<file path="config.mk">
export PLATFORM = sky130hd
export DESIGN_NAME = kb_fifo_flat
export DESIGN_NICKNAME = d
export VERILOG_FILES = /design/src/rtl/kb_fifo_if.sv /design/src/rtl/kb_fifo.sv /design/src/flat_wrapper.sv
export SDC_FILE = /design/constraint.sdc
export NUM_CORES = 1
export LEC_CHECK = 0
export CAP_MARGIN = 40
export CORE_MARGIN = 8
export CORE_UTILIZATION = 42
export CTS_CLUSTER_DIAMETER = 100
export DETAILED_ROUTE_END_ITERATION = 12
export PLACE_DENSITY = 0.54
export SETUP_SLACK_MARGIN = 0.02
export SLEW_MARGIN = 15
export SYNTH_ARGS = -nofsm -noshare
export SYNTH_HDL_FRONTEND = slang
export SYNTH_SLANG_ARGS = --single-unit
</file>
<file path="constraint.sdc">
create_clock -name clock -period 9.6 [get_ports clock]
set_clock_uncertainty 0.1 [all_clocks]
set_input_delay 1.44 -clock clock [delete_from_list [all_inputs] [get_ports clock]]
set_output_delay 1.44 -clock clock [all_outputs]
set_load 0.005 [all_outputs]
</file>
<file path="src/rtl/kb_fifo_if.sv">
// Keyboard FIFO bus: PS/2 receiver strobe, CPU pop/flush strobes and the
// head-entry / status view presented back to the CPU port router.
interface kb_fifo_if #(
   parameter int ADDR_W = 4
);
   logic              kb_done;
   logic [7:0]        kb_data;
   logic              rd;
   logic              clr;
   logic [7:0]        q;
   logic              q_ext;
   logic              q_rel;
   logic              empty;
   logic              full;
   logic [ADDR_W:0]   count;
   logic              overflow;
   logic              irq;

   // Side that feeds bytes and strobes and observes the queue
   modport master (
      output kb_done, kb_data, rd, clr,
      input  q, q_ext, q_rel, empty, full, count, overflow, irq
   );

   // The FIFO itself
   modport slave (
      input  kb_done, kb_data, rd, clr,
      output q, q_ext, q_rel, empty, full, count, overflow, irq
   );
endinterface

</file>
<file path="src/rtl/kb_fifo.sv">
// Keyboard scancode buffer: folds PS/2 set-2 E0/F0 prefixes into per-entry
// flags, queues decoded keys in a first-word-fall-through FIFO and pulses
// irq once for every key that is actually stored.
module kb_fifo #(
   parameter int ADDR_W = 4
) (
   input  logic      clock,
   input  logic      reset,
   kb_fifo_if.slave  bus
);

   localparam int              DEPTH    = 1 << ADDR_W;
   localparam logic [ADDR_W:0] FULL_CNT = DEPTH[ADDR_W:0];

   typedef enum logic [1:0] {
      ST_IDLE = 2'd0,
      ST_E0   = 2'd1,
      ST_F0   = 2'd2,
      ST_E0F0 = 2'd3
   } dec_state_t;

   dec_state_t state_reg, state_next;

   // Entry layout: [9]=release, [8]=extended, [7:0]=scancode
   logic [9:0]        mem [DEPTH];
   logic [9:0]        head_reg;
   logic [ADDR_W-1:0] wr_ptr_reg, rd_ptr_reg;
   logic [ADDR_W-1:0] wr_ptr_next, rd_ptr_next;
   logic [ADDR_W:0]   count_reg, count_next;
   logic              overflow_reg;
   logic              irq_reg;

   logic              is_prefix;
   logic              push_req;
   logic [9:0]        push_data;
   logic              empty_w, full_w;
   logic              do_pop, do_push, drop;

   assign empty_w = (count_reg == '0);
   assign full_w  = (count_reg == FULL_CNT);

   // Decoder state register; a flush or reset drops any pending prefix
   always_ff @(posedge clock) begin
      if (reset || bus.clr)
         state_reg <= ST_IDLE;
      else
         state_reg <= state_next;
   end

   // Decoder next state: prefixes accumulate, any other byte returns to idle
   always_comb begin
      state_next = state_reg;
      if (bus.kb_done) begin
         unique case (state_reg)
            ST_IDLE: begin
               if (bus.kb_data == 8'hE0)      state_next = ST_E0;
               else if (bus.kb_data == 8'hF0) state_next = ST_F0;
               else                           state_next = ST_IDLE;
            end
            ST_E0: begin
               if (bus.kb_data == 8'hE0)      state_next = ST_E0;
               else if (bus.kb_data == 8'hF0) state_next = ST_E0F0;
               else                           state_next = ST_IDLE;
            end
            ST_F0: begin
               if (bus.kb_data == 8'hE0)      state_next = ST_E0F0;
               else if (bus.kb_data == 8'hF0) state_next = ST_F0;
               else                           state_next = ST_IDLE;
            end
            ST_E0F0: begin
               if (is_prefix) state_next = ST_E0F0;
               else           state_next = ST_IDLE;
            end
            default: state_next = ST_IDLE;
         endcase
      end
   end

   // Decoder output: non-prefix bytes become a push carrying the current flags
   always_comb begin
      is_prefix = (bus.kb_data == 8'hE0) || (bus.kb_data == 8'hF0);
      push_req  = bus.kb_done && !is_prefix;
      push_data = {(state_reg == ST_F0) || (state_reg == ST_E0F0),
                   (state_reg == ST_E0) || (state_reg == ST_E0F0),
                   bus.kb_data};
   end

   // FIFO control: a pop while full frees the slot the same-cycle push uses
   always_comb begin
      do_pop      = bus.rd && !empty_w;
      do_push     = push_req && (!full_w || do_pop);
      drop        = push_req && full_w && !do_pop;
      rd_ptr_next = do_pop  ? rd_ptr_reg + 1'b1 : rd_ptr_reg;
      wr_ptr_next = do_push ? wr_ptr_reg + 1'b1 : wr_ptr_reg;
      count_next  = count_reg;
      if (do_push && !do_pop)
         count_next = count_reg + 1'b1;
      else if (do_pop && !do_push)
         count_next = count_reg - 1'b1;
   end

   // Pointer, count and flag registers; flush beats push and pop
   always_ff @(posedge clock) begin
      if (reset || bus.clr) begin
         wr_ptr_reg   <= '0;
         rd_ptr_reg   <= '0;
         count_reg    <= '0;
         overflow_reg <= 1'b0;
         irq_reg      <= 1'b0;
      end else begin
         wr_ptr_reg   <= wr_ptr_next;
         rd_ptr_reg   <= rd_ptr_next;
         count_reg    <= count_next;
         overflow_reg <= overflow_reg | drop;
         irq_reg      <= do_push;
      end
   end

   // Storage array write port (no reset so it can map to RAM)
   always_ff @(posedge clock) begin
      if (do_push && !reset && !bus.clr)
         mem[wr_ptr_reg] <= push_data;
   end

   // Registered head: read the entry at the next read pointer, bypassing the
   // entry being written when it lands exactly there (empty or last-entry pop)
   always_ff @(posedge clock) begin
      if (reset || bus.clr)
         head_reg <= '0;
      else if (do_push && (wr_ptr_reg == rd_ptr_next))
         head_reg <= push_data;
      else
         head_reg <= mem[rd_ptr_next];
   end

   assign bus.q        = head_reg[7:0];
   assign bus.q_ext    = head_reg[8];
   assign bus.q_rel    = head_reg[9];
   assign bus.empty    = empty_w;
   assign bus.full     = full_w;
   assign bus.count    = count_reg;
   assign bus.overflow = overflow_reg;
   assign bus.irq      = irq_reg;

endmodule

</file>
<file path="src/flat_wrapper.sv">
// flat-port wrapper written by rule: the top's interface ports become plain ports
module kb_fifo_flat 
#(
   parameter int ADDR_W = 4
)
  (clock, reset, bus_kb_done, bus_kb_data, bus_rd, bus_clr, bus_q, bus_q_ext, bus_q_rel, bus_empty, bus_full, bus_count, bus_overflow, bus_irq);
  kb_fifo_if #(.ADDR_W(ADDR_W)) bus_i ();
  input  logic clock;
  input  logic reset;
  input wire logic [$bits(bus_i.kb_done)-1:0] bus_kb_done;
  input wire logic [$bits(bus_i.kb_data)-1:0] bus_kb_data;
  input wire logic [$bits(bus_i.rd)-1:0] bus_rd;
  input wire logic [$bits(bus_i.clr)-1:0] bus_clr;
  output wire logic [$bits(bus_i.q)-1:0] bus_q;
  output wire logic [$bits(bus_i.q_ext)-1:0] bus_q_ext;
  output wire logic [$bits(bus_i.q_rel)-1:0] bus_q_rel;
  output wire logic [$bits(bus_i.empty)-1:0] bus_empty;
  output wire logic [$bits(bus_i.full)-1:0] bus_full;
  output wire logic [$bits(bus_i.count)-1:0] bus_count;
  output wire logic [$bits(bus_i.overflow)-1:0] bus_overflow;
  output wire logic [$bits(bus_i.irq)-1:0] bus_irq;
  assign bus_i.kb_done = bus_kb_done;
  assign bus_i.kb_data = bus_kb_data;
  assign bus_i.rd = bus_rd;
  assign bus_i.clr = bus_clr;
  assign bus_q = bus_i.q;
  assign bus_q_ext = bus_i.q_ext;
  assign bus_q_rel = bus_i.q_rel;
  assign bus_empty = bus_i.empty;
  assign bus_full = bus_i.full;
  assign bus_count = bus_i.count;
  assign bus_overflow = bus_i.overflow;
  assign bus_irq = bus_i.irq;
  kb_fifo #(.ADDR_W(ADDR_W)) u_core (.clock(clock), .reset(reset), .bus(bus_i));
endmodule
</file>
==> results of run 1 <==
==> worst paths after layout <==
kind                                                    endpoint                             start  slack (ns)  cells after the start
worst max-delay path            u_core.bus.count[4]$_SDFFE_PP0P_                    bus_kb_data[2]        4.95                     13
worst min-delay path              u_core.bus.overflow$_SDFF_PP0_    u_core.bus.overflow$_SDFF_PP0_        0.38                      2
worst max register to register  u_core.bus.count[4]$_SDFFE_PP0P_  u_core.bus.count[0]$_SDFFE_PP0P_        6.15                     12
worst min register to register    u_core.bus.overflow$_SDFF_PP0_    u_core.bus.overflow$_SDFF_PP0_        0.38                      2
==> routing by layer <==
metal,part of all wire,vias to the layer above,GRT usage
li1,-,2341,-
met5,0,-,0
met4,0.028,0,0.0673
met1,0.42,2788,0.233
met2,0.48,211,0.284
met3,0.067,48,0.0362
==> logic make-up after synthesis <==
kind of cell,Yosys count,share of synthesized area
AOI/OAI and AO/OA,94,0.0646
muxes,102,0.227
and+or+nand+nor,104,0.0559
buffers and inverters,50,0.0248
DFF,187,0.596
adders and majority gates,10,0.0148
xor gates and xnor gates,14,0.0170
==> report_power, final <==
group	internal [mW]	switching (mW)
Combinational	0.128	0.137
Clock	0.386	0.300
Sequential	0.890	0.0191
Total	1.40	0.457
==> stage by stage <==
| step | utilization | worst slack [ns] | std cells | total power, mW | hold WS (ns) |
|---|---|---|---|---|---|
| floorplan | - | 5.56 | 561 | 1.11 | 0.357 |
| global placement | 0.455 | 4.58 | 838 | 1.19 | 0.349 |
| detailed placement | 0.465 | 4.49 | 853 | 1.19 | 0.368 |
| CTS | 0.492 | 4.95 | 885 | 1.87 | 0.384 |
| global route | 0.493 | 4.73 | 886 | 1.93 | 0.400 |
| finish | 0.493 | 4.95 | 886 | 1.86 | 0.378 |
==> cells in the final DEF (no fill, tap or decap), types with 3 or more instances in the layout <==
cell type	count
clkbuf_1	5
clkdlybuf4s50_1	31
buf_8	4
ha_1	8
nand4b_1	3
xor2_1	6
nor2_2	10
edfxtp_1	160
a21oi_1	28
inv_6	3
xnor2_1	5
o22ai_1	9
nor2_1	38
buf_16	3
a22oi_1	10
o21ai_1	11
buf_6	7
clkbuf_16	17
o21ai_0	12
clkinvlp_4	3
nand2_1	13
nand3_1	11
inv_1	7
mux2_1	12
nand2b_1	3
mux2_2	9
a31oi_1	10
nor3_1	11
mux4_2	79
buf_4	15
dfxtp_1	25
==> worst register-to-register path: cells and delay by family (launching register included) <==
family | cells | cell delay [ns]
buffers and inverters | 3 | 0.54
DFF | 1 | 0.39
and+or+nand+nor | 2 | 0.97
AOI/OAI and AO/OA | 4 | 0.70
adders and majority gates | 2 | 0.61
xor gates and xnor gates | 1 | 0.09
==> Yosys cell counts (all sizes together), types with 10 or more instances <==
cell type / number / share of area
a21oi: 28 / 0.016
a22oi: 10 / 0.0084
a31oi: 10 / 0.0070
buf: 21 / 0.013
clkbuf: 21 / 0.0088
dfxtp: 27 / 0.060
edfxtp: 160 / 0.54
mux2: 21 / 0.026
mux4: 79 / 0.20
nand2: 13 / 0.0054
nand3: 11 / 0.0061
nor2: 48 / 0.021
nor3: 12 / 0.0073
o21ai: 24 / 0.014
==> layout make-up <==
class                   count  area, um2  area share
clock buffers              22        444      0.0428
clock inverters            10        119      0.0115
multi-input cells         324       3440       0.331
flip-flops and latches    187       5350       0.516
inverters                   8       30.0     0.00290
well taps                 275        344      0.0332
repair buffers             60        644      0.0622
==> results.json, run 1 <==
{
  "crit_family": "buffers and inverters",
  "dpl_cell_area_mm2": 0.00978,
  "ctsResizeCount": 0,
  "avgSynthCellArea_um2": 16.0,
  "relSlewSlack": 0.418,
  "critPathArrivalTime_ns": 4.91,
  "grt_pass1_wl_um": 34200,
  "worst_pin_slew_ns": 0.872,
  "worst-path-buf-inv": 3,
  "drt_wl_total_um": 22500,
  "ir_drop_uv": 91.9,
  "synth_warnings": 0,
  "drtPass1Iterations": 5,
  "die_h_um": 162,
  "fmax_mhz": 215,
  "fin_setup_tns_ns": 0,
  "cts_buffer_depth": 2,
  "crit_type": "in2reg",
  "grt_overflow": 0,
  "timing.critical_path.cells": "clkdlybuf4s50_1 > nand4b_1 > o41ai_1 > buf_4 > nor2_1 > ha_1 > inv_1 > fa_1 > a21o_1 > a21oi_1 > xnor2_1 > or3_1 > a21oi_1",
  "viasPerCell": 6.08,
  "nets": 621,
  "required_ns": 9.86,
  "synth_seq_cells": 187,
  "htree_levels": 4,
  "drive_above_1_share": 0.272,
  "startpoint_type": "input port",
  "die-area_mm2": 0.0263,
  "area_delta_synth_final_pct": 15.6,
  "hold_class": "reg2reg",
  "seq_area_frac_synth": 0.596,
  "grt_max_degree": 43,
  "cp_max_fo": 18,
  "clock-sinks": 187,
  "gp_congestion": 0.775,
  "fin_crit_sh": 0.485,
  "rsz0062_at_grt": "false",
  "finalHoldViolCount": 0,
  "track_usage": 0.177,
  "die_w_um": 162,
  "synth_cell_type_count": 52,
  "finalMaxSlewViolations": 0,
  "cpMostUsedCell": "a21oi_1",
  "final_area_mm2": 0.0104,
  "cts_buffers": 17,
  "ys.flop_type": "edfxtp_1",
  "critPathSlowestCell": "clkdlybuf4s50_1",
  "synth-edff-count": 160,
  "postRouteAntennaNets": 0,
  "nFillCells": 1743,
  "async_reset_ff_frac": 0,
  "cts_tree": "yes",
  "drcViolationCount": 0,
  "power-per-cell-area_mw_per_mm2": 179,
  "diodes": 0,
  "synth_area_mm2": 0.00897,
  "port_buffers": 31,
  "start_util": 0.427,
  "drt_iter0_drc": 465,
  "outcome": "finished clean",
  "end_kind": "flop",
  "clkSlewWorstSetupHoldPaths_ns": 0.07,
  "clockRootBuffer": "clkbuf_16",
  "pin_count": 32,
  "coreArea_mm2": 0.0210,
  "clock_latency_ns": 0.43,
  "fp-row-count": 53,
  "postCtsHoldBufs": 0,
  "largest_reg_flops": 160,
  "grt_pass1_vias": 5546,
  "postSynthCellCount": 561,
  "post_cts_buffers": 0,
  "drv_cap": 0,
  "period_minus_slack_ns": 4.65,
  "drt-wirelength-per-cell_um": 25.4,
  "cpPeakStageDelay_ns": 0.89,
  "antenna_found_initial": 0,
  "vias": 5388,
  "synth_nets": 584,
  "dp.final_hpwl_um": 14800,
  "finalSetupViolations": 0,
  "cellLeakagePower_nw": 3.19
}
Note: power is estimated with default switching activity, not from simulation.
==> run 2: changes to the inputs <==
Settings changed: PLACE_DENSITY 0.54 to 0.57.
Clock period 9.6 ns to 4.1 ns, I/O delays scaled along.
==> run 2 against run 1 <==
Net effect: sequential power rose by 130%; combinational power rose by 140%; routed wire length shrank 5.3%; via count fell by 1.2%; register-to-register slack worse by 5.3 ns; setup slack lost 4.4 ns; power up 140%; final cell count grew 1.0%; worst hold slack worse by 0.0033 ns; critical path type unchanged.
==> results.json, run 2 (synthesis results as in run 1) <==
{
  "outcome": "finished clean",
  "setup.reg_to_reg.worst_slack_ns": 0.81,
  "nFillCells": 1718,
  "clockRootBuffer": "clkbuf_16",
  "register_area_mm2": 0.00535,
  "antenna_found_initial": 0,
  "critPathArrivalTime_ns": 3.82,
  "end_kind": "flop",
  "largest_reg_flops": 160,
  "cp_max_fo": 8,
  "timing.critical_path.cells": "clkdlybuf4s50_1 > nand4b_1 > o41ai_1 > buf_4 > nor2_1 > ha_1 > inv_1 > fa_1 > a21o_1 > a21oi_1 > xnor2_1 > or3_1 > a21oi_1",
  "htree_levels": 4,
  "layout_common_cells": "160 x edfxtp_1, 79 x mux4_2, 46 x nor2_1",
  "port_buffers": 31,
  "rsz0062_at_grt": "false",
  "die_w_um": 162,
  "drv_cap": 0,
  "final_common_cell": "edfxtp_1",
  "grt_pass1_vias": 5420,
  "multi_input_area_mm2": 0.00340,
  "cpPeakStageDelay_ns": 0.53,
  "die-area_mm2": 0.0263,
  "cpMostUsedCell": "a21oi_1",
  "critPathSlowestCell": "clkdlybuf4s50_1",
  "worst_pin_slew_ns": 0.703,
  "fin_crit_sh": 0.866,
  "track_usage": 0.167,
  "coreArea_mm2": 0.0210,
  "finalSetupViolations": 0,
  "clock-sinks": 187,
  "grt_overflow": 0,
  "die_h_um": 162,
  "start_util": 0.427,
  "required_ns": 4.37,
  "drcViolationCount": 0,
  "startpoint_type": "input port",
  "vias": 5321,
  "dp.final_hpwl_um": 13900,
  "fp-row-count": 53,
  "clkSlewWorstSetupHoldPaths_ns": 0.07,
  "relSlewSlack": 0.531,
  "clock_latency_ns": 0.44,
  "r2r-start": "u_core.bus.count[0]$_SDFFE_PP0P_",
  "grt_max_degree": 36,
  "grt_pass1_wl_um": 32700,
  "power-per-cell-area_mw_per_mm2": 425,
  "gp_congestion": 0.786,
  "nets": 630,
  "finalMaxSlewViolations": 0,
  "cts_buffers": 17,
  "crit_type": "in2reg",
  "area_delta_synth_final_pct": 15.2,
  "critPathCapture": "u_core.bus.count[4]$_SDFFE_PP0P_",
  "finalHoldViolCount": 0,
  "drive_above_1_share": 0.277,
  "startpoint": "bus_kb_data[6]",
  "drtPass1Iterations": 5,
  "diodes": 0,
  "fin_setup_tns_ns": 0,
  "r2r_cells": 11,
  "fmax_mhz": 282,
  "postRouteAntennaNets": 0,
  "cellLeakagePower_nw": 3.23,
  "drt-wirelength-per-cell_um": 23.8,
  "finalNonFillerCells": 895,
  "post_cts_buffers": 0,
  "ctsResizeCount": 0,
  "postCtsHoldBufs": 0,
  "ir_drop_uv": 209,
  "drt_iter0_drc": 437,
  "period_minus_slack_ns": 3.55,
  "place_inst": 863,
  "pin_count": 32,
  "cts_buffer_depth": 2,
  "viasPerCell": 5.95,
  "drt_wl_total_um": 21300,
  "hold_class": "reg2reg",
  "cts_tree": "yes",
  "reg2reg_to": "u_core.bus.count[4]$_SDFFE_PP0P_"
}
## run 2: cell count changes in the layout (fill, tap and decap cells not counted), moves of 2 or more
cell        previous run  this run
inv_6                  3         5
buf_4                 15        37
buf_6                  7         0
inv_8                  0         3
clkbuf_1               5         0
nor2_2                10         2
nor2_1                38        46
buf_16                 3         1
clkinv_4               0         3
clkinvlp_4             3         1
buf_8                  4         0
## run 2: worst min path at each step
stage / from / to / slack (ns) / cells after the start
after floorplan: u_core.state_reg[0]$_SDFFE_PP0P_ / u_core.state_reg[0]$_SDFFE_PP0P_ / 0.36 / 2
after global placement: u_core.bus.overflow$_SDFF_PP0_ / u_core.bus.overflow$_SDFF_PP0_ / 0.35 / 2
after detailed placement: u_core.bus.overflow$_SDFF_PP0_ / u_core.bus.overflow$_SDFF_PP0_ / 0.36 / 2
after CTS: u_core.bus.overflow$_SDFF_PP0_ / u_core.bus.overflow$_SDFF_PP0_ / 0.38 / 2
after global routing: u_core.bus.overflow$_SDFF_PP0_ / u_core.bus.overflow$_SDFF_PP0_ / 0.43 / 2
final: u_core.bus.overflow$_SDFF_PP0_ / u_core.bus.overflow$_SDFF_PP0_ / 0.37 / 2
## run 2: per-layer routing
metal	GRT usage	vias to the layer above	wire length, um
li1	-	2369	-
met1	0.214	2781	9130
met2	0.285	149	10800
met3	0.0253	22	991
met4	0.0568	0	382
met5	0	-	0
## run 2: area by class of cell
type | count | share of cell area
inverter | 8 | 0.00291
clock buffer | 18 | 0.0425
clock inverter | 14 | 0.0142
sequential | 187 | 0.518
tap | 275 | 0.0333
timing repair buffer | 69 | 0.0596
multi-input combinational | 324 | 0.330
## run 2: power by group
group | internal [mW] | switching (mW) | total (mW)
clock network | 0.877 | 0.757 | 1.63
registers | 2.08 | 0.0354 | 2.12
logic | 0.301 | 0.335 | 0.636
## run 2: critical path: cells and delay by family
family                   cells  cell delay (ns)
XOR/XNOR                     1             0.10
adder cells (fa/ha/maj)      2             0.70
AO/OA/AOI/OAI                4             0.58
buffers and inverters        3             0.80
AND/OR/NAND/NOR              3             0.99
## run 2: through the flow
stage	worst slack, ns	util	total power, mW	hold WS (ns)	cell area [um2]
after global placement	0.170	0.462	2.78	0.350	9710
after detailed placement	0.109	0.464	2.80	0.361	9740
final	0.550	0.491	4.39	0.375	10300
after floorplan	0.884	-	2.59	0.357	8970
after CTS	0.559	0.491	4.42	0.379	10300
after global routing	0.292	0.491	4.55	0.435	10300
==> run 3: changes to the inputs <==
==> constraint.sdc (replaced) <==
create_clock -name clock -period 4.1 [get_ports clock]
set_clock_uncertainty 0.1 [all_clocks]
set_input_delay 0.41 -clock clock [delete_from_list [all_inputs] [get_ports clock]]
set_output_delay 0.41 -clock clock [all_outputs]
set_load 0.005 [all_outputs]
==> run 3 against run 2 <==
Net effect: design area is 0.29% higher; fmax is 7.3% higher; utilization increased by 0.14 points; power up 2.3%; sequential share of layout area down 0.15 points; register-to-register slack worse by 0.02 ns; critical path type unchanged; routed wire length up 0.34%; critical endpoint unchanged; combinational power is 0.9% lower; largest cell class unchanged; clock power increased by 7%; non-clock buffer count shrank 2; count of clock-buffer cells in the layout is 1 lower.
==> results.json, run 3 (synthesis results as in run 1) <==
{
  "die-area_mm2": 0.0263,
  "drtPass1Iterations": 5,
  "multi_input_area_mm2": 0.00340,
  "reg2reg_to": "u_core.bus.count[4]$_SDFFE_PP0P_",
  "drv_cap": 0,
  "layout_common_cells": "160 x edfxtp_1, 79 x mux4_2, 46 x nor2_1",
  "period_minus_slack_ns": 3.31,
  "drcViolationCount": 0,
  "dp.final_hpwl_um": 13800,
  "die_h_um": 162,
  "drt_wl_total_um": 21400,
  "diodes": 0,
  "r2r_cells": 11,
  "port_buffers": 31,
  "nFillCells": 1733,
  "ir_drop_uv": 258,
  "clock-sinks": 187,
  "outcome": "finished clean",
  "coreArea_mm2": 0.0210,
  "gp_congestion": 0.779,
  "crit_type": "in2reg",
  "startpoint_type": "input port",
  "min-delay-start": "u_core.bus.overflow$_SDFF_PP0_",
  "grt_overflow": 0,
  "grt_pass1_wl_um": 33100,
  "relSlewSlack": 0.511,
  "drt_iter0_drc": 493,
  "ctsResizeCount": 0,
  "finalHoldViolCount": 0,
  "post_cts_buffers": 0,
  "fin_total_pwr_mw": 4.49,
  "cp_max_fo": 8,
  "critPathArrivalTime_ns": 3.57,
  "cts_tree": "yes",
  "antenna_found_initial": 0,
  "setup.reg_to_reg.worst_slack_ns": 0.79,
  "final_common_cell": "edfxtp_1",
  "die_w_um": 162,
  "postRouteAntennaNets": 0,
  "postCtsHoldBufs": 0,
  "track_usage": 0.170,
  "finalMaxSlewViolations": 0,
  "fp-row-count": 53,
  "setup_ws_ns": 0.793,
  "cts_buffers": 17,
  "drt-wirelength-per-cell_um": 23.9,
  "worst_pin_slew_ns": 0.732,
  "cts_buffer_depth": 2,
  "grt_max_degree": 41,
  "vias": 5317,
  "power-per-cell-area_mw_per_mm2": 433,
  "rsz0062_at_grt": "false",
  "fin_crit_sh": 0.807,
  "htree_levels": 4,
  "required_ns": 4.36,
  "area_delta_synth_final_pct": 15.5,
  "pin_count": 32,
  "end_kind": "flop",
  "r2r-start": "u_core.bus.count[0]$_SDFFE_PP0P_",
  "fin_setup_tns_ns": 0,
  "clkSlewWorstSetupHoldPaths_ns": 0.07,
  "whs_endpoint": "u_core.bus.overflow$_SDFF_PP0_",
  "preCtsSetupSlack_ns": 0.324,
  "grt_pass1_vias": 5540,
  "hold_class": "reg2reg",
  "clockRootBuffer": "clkbuf_16",
  "register_area_mm2": 0.00535,
  "min_path_cells": 2,
  "nets": 628,
  "fmax_mhz": 302,
  "drive_above_1_share": 0.275,
  "largest_reg_flops": 160,
  "start_util": 0.427,
  "viasPerCell": 5.95,
  "clock_latency_ns": 0.43,
  "finalSetupViolations": 0,
  "cellLeakagePower_nw": 3.24
}
-- run 3: changes by cell type in the layout (fill, tap and decap cells not counted), sizes merged --
cell,before,now
inv,16,15
buf,38,36
bufinv,1,3
clkbuf,18,17
-- run 3: worst max path at each step --
stage,from,depth (start not counted),to
2_1_floorplan,u_core.bus.count[0]$_SDFFE_PP0P_,12,u_core.bus.count[4]$_SDFFE_PP0P_
3_3_place_gp,bus_kb_data[6],13,u_core.bus.count[4]$_SDFFE_PP0P_
3_5_place_dp,bus_kb_data[6],13,u_core.bus.count[4]$_SDFFE_PP0P_
4_1_cts,bus_kb_data[6],13,u_core.bus.count[4]$_SDFFE_PP0P_
5_1_grt,bus_kb_data[6],13,u_core.bus.count[4]$_SDFFE_PP0P_
6_report,bus_kb_data[6],13,u_core.bus.count[4]$_SDFFE_PP0P_
-- run 3: where the power goes --
group	total [mW]	internal [mW]	switching [mW]
clock network	1.74	0.986	0.754
registers	2.12	2.08	0.0370
logic	0.630	0.298	0.332
-- run 3: area by class of cell --
| cell class | count | share of cell area |
|---|---|---|
| Clock buffer | 17 | 0.0411 |
| Clock inverter | 15 | 0.0198 |
| Sequential cell | 187 | 0.516 |
| Tap cell | 275 | 0.0332 |
| Multi-Input combinational cell | 324 | 0.329 |
| Timing Repair Buffer | 67 | 0.0580 |
| Inverter | 8 | 0.00290 |
-- run 3: worst max-delay path, cell delays in order --
cell and delay (ns):
clkdlybuf4s50_1 0.52, nand4b_1 0.24, o41ai_1 0.09, buf_4 0.17, nor2_1 0.43, ha_1 0.28
inv_1 0.10, fa_1 0.41, a21o_1 0.19, a21oi_1 0.18, xnor2_1 0.10, or3_1 0.31
a21oi_1 0.14
-- run 3: metrics by stage --
step           utilization  std cells  hold slack, ns  cell area (um2)
6_report             0.493        893           0.384            10400
5_1_grt              0.493        893           0.419            10400
4_1_cts              0.493        893           0.389            10400
3_5_place_dp         0.463        861           0.370             9730
3_3_place_gp         0.462        860           0.369             9700
2_1_floorplan            -        561           0.357             8970
-- run 3: layer usage --
layer | global-route usage | part of all wire | vias up
met5 | 0 | 0 | -
met4 | 0.0682 | 0.026 | 0
met3 | 0.0354 | 0.054 | 38
met2 | 0.275 | 0.50 | 167
met1 | 0.220 | 0.42 | 2756
li1 | - | - | 2356
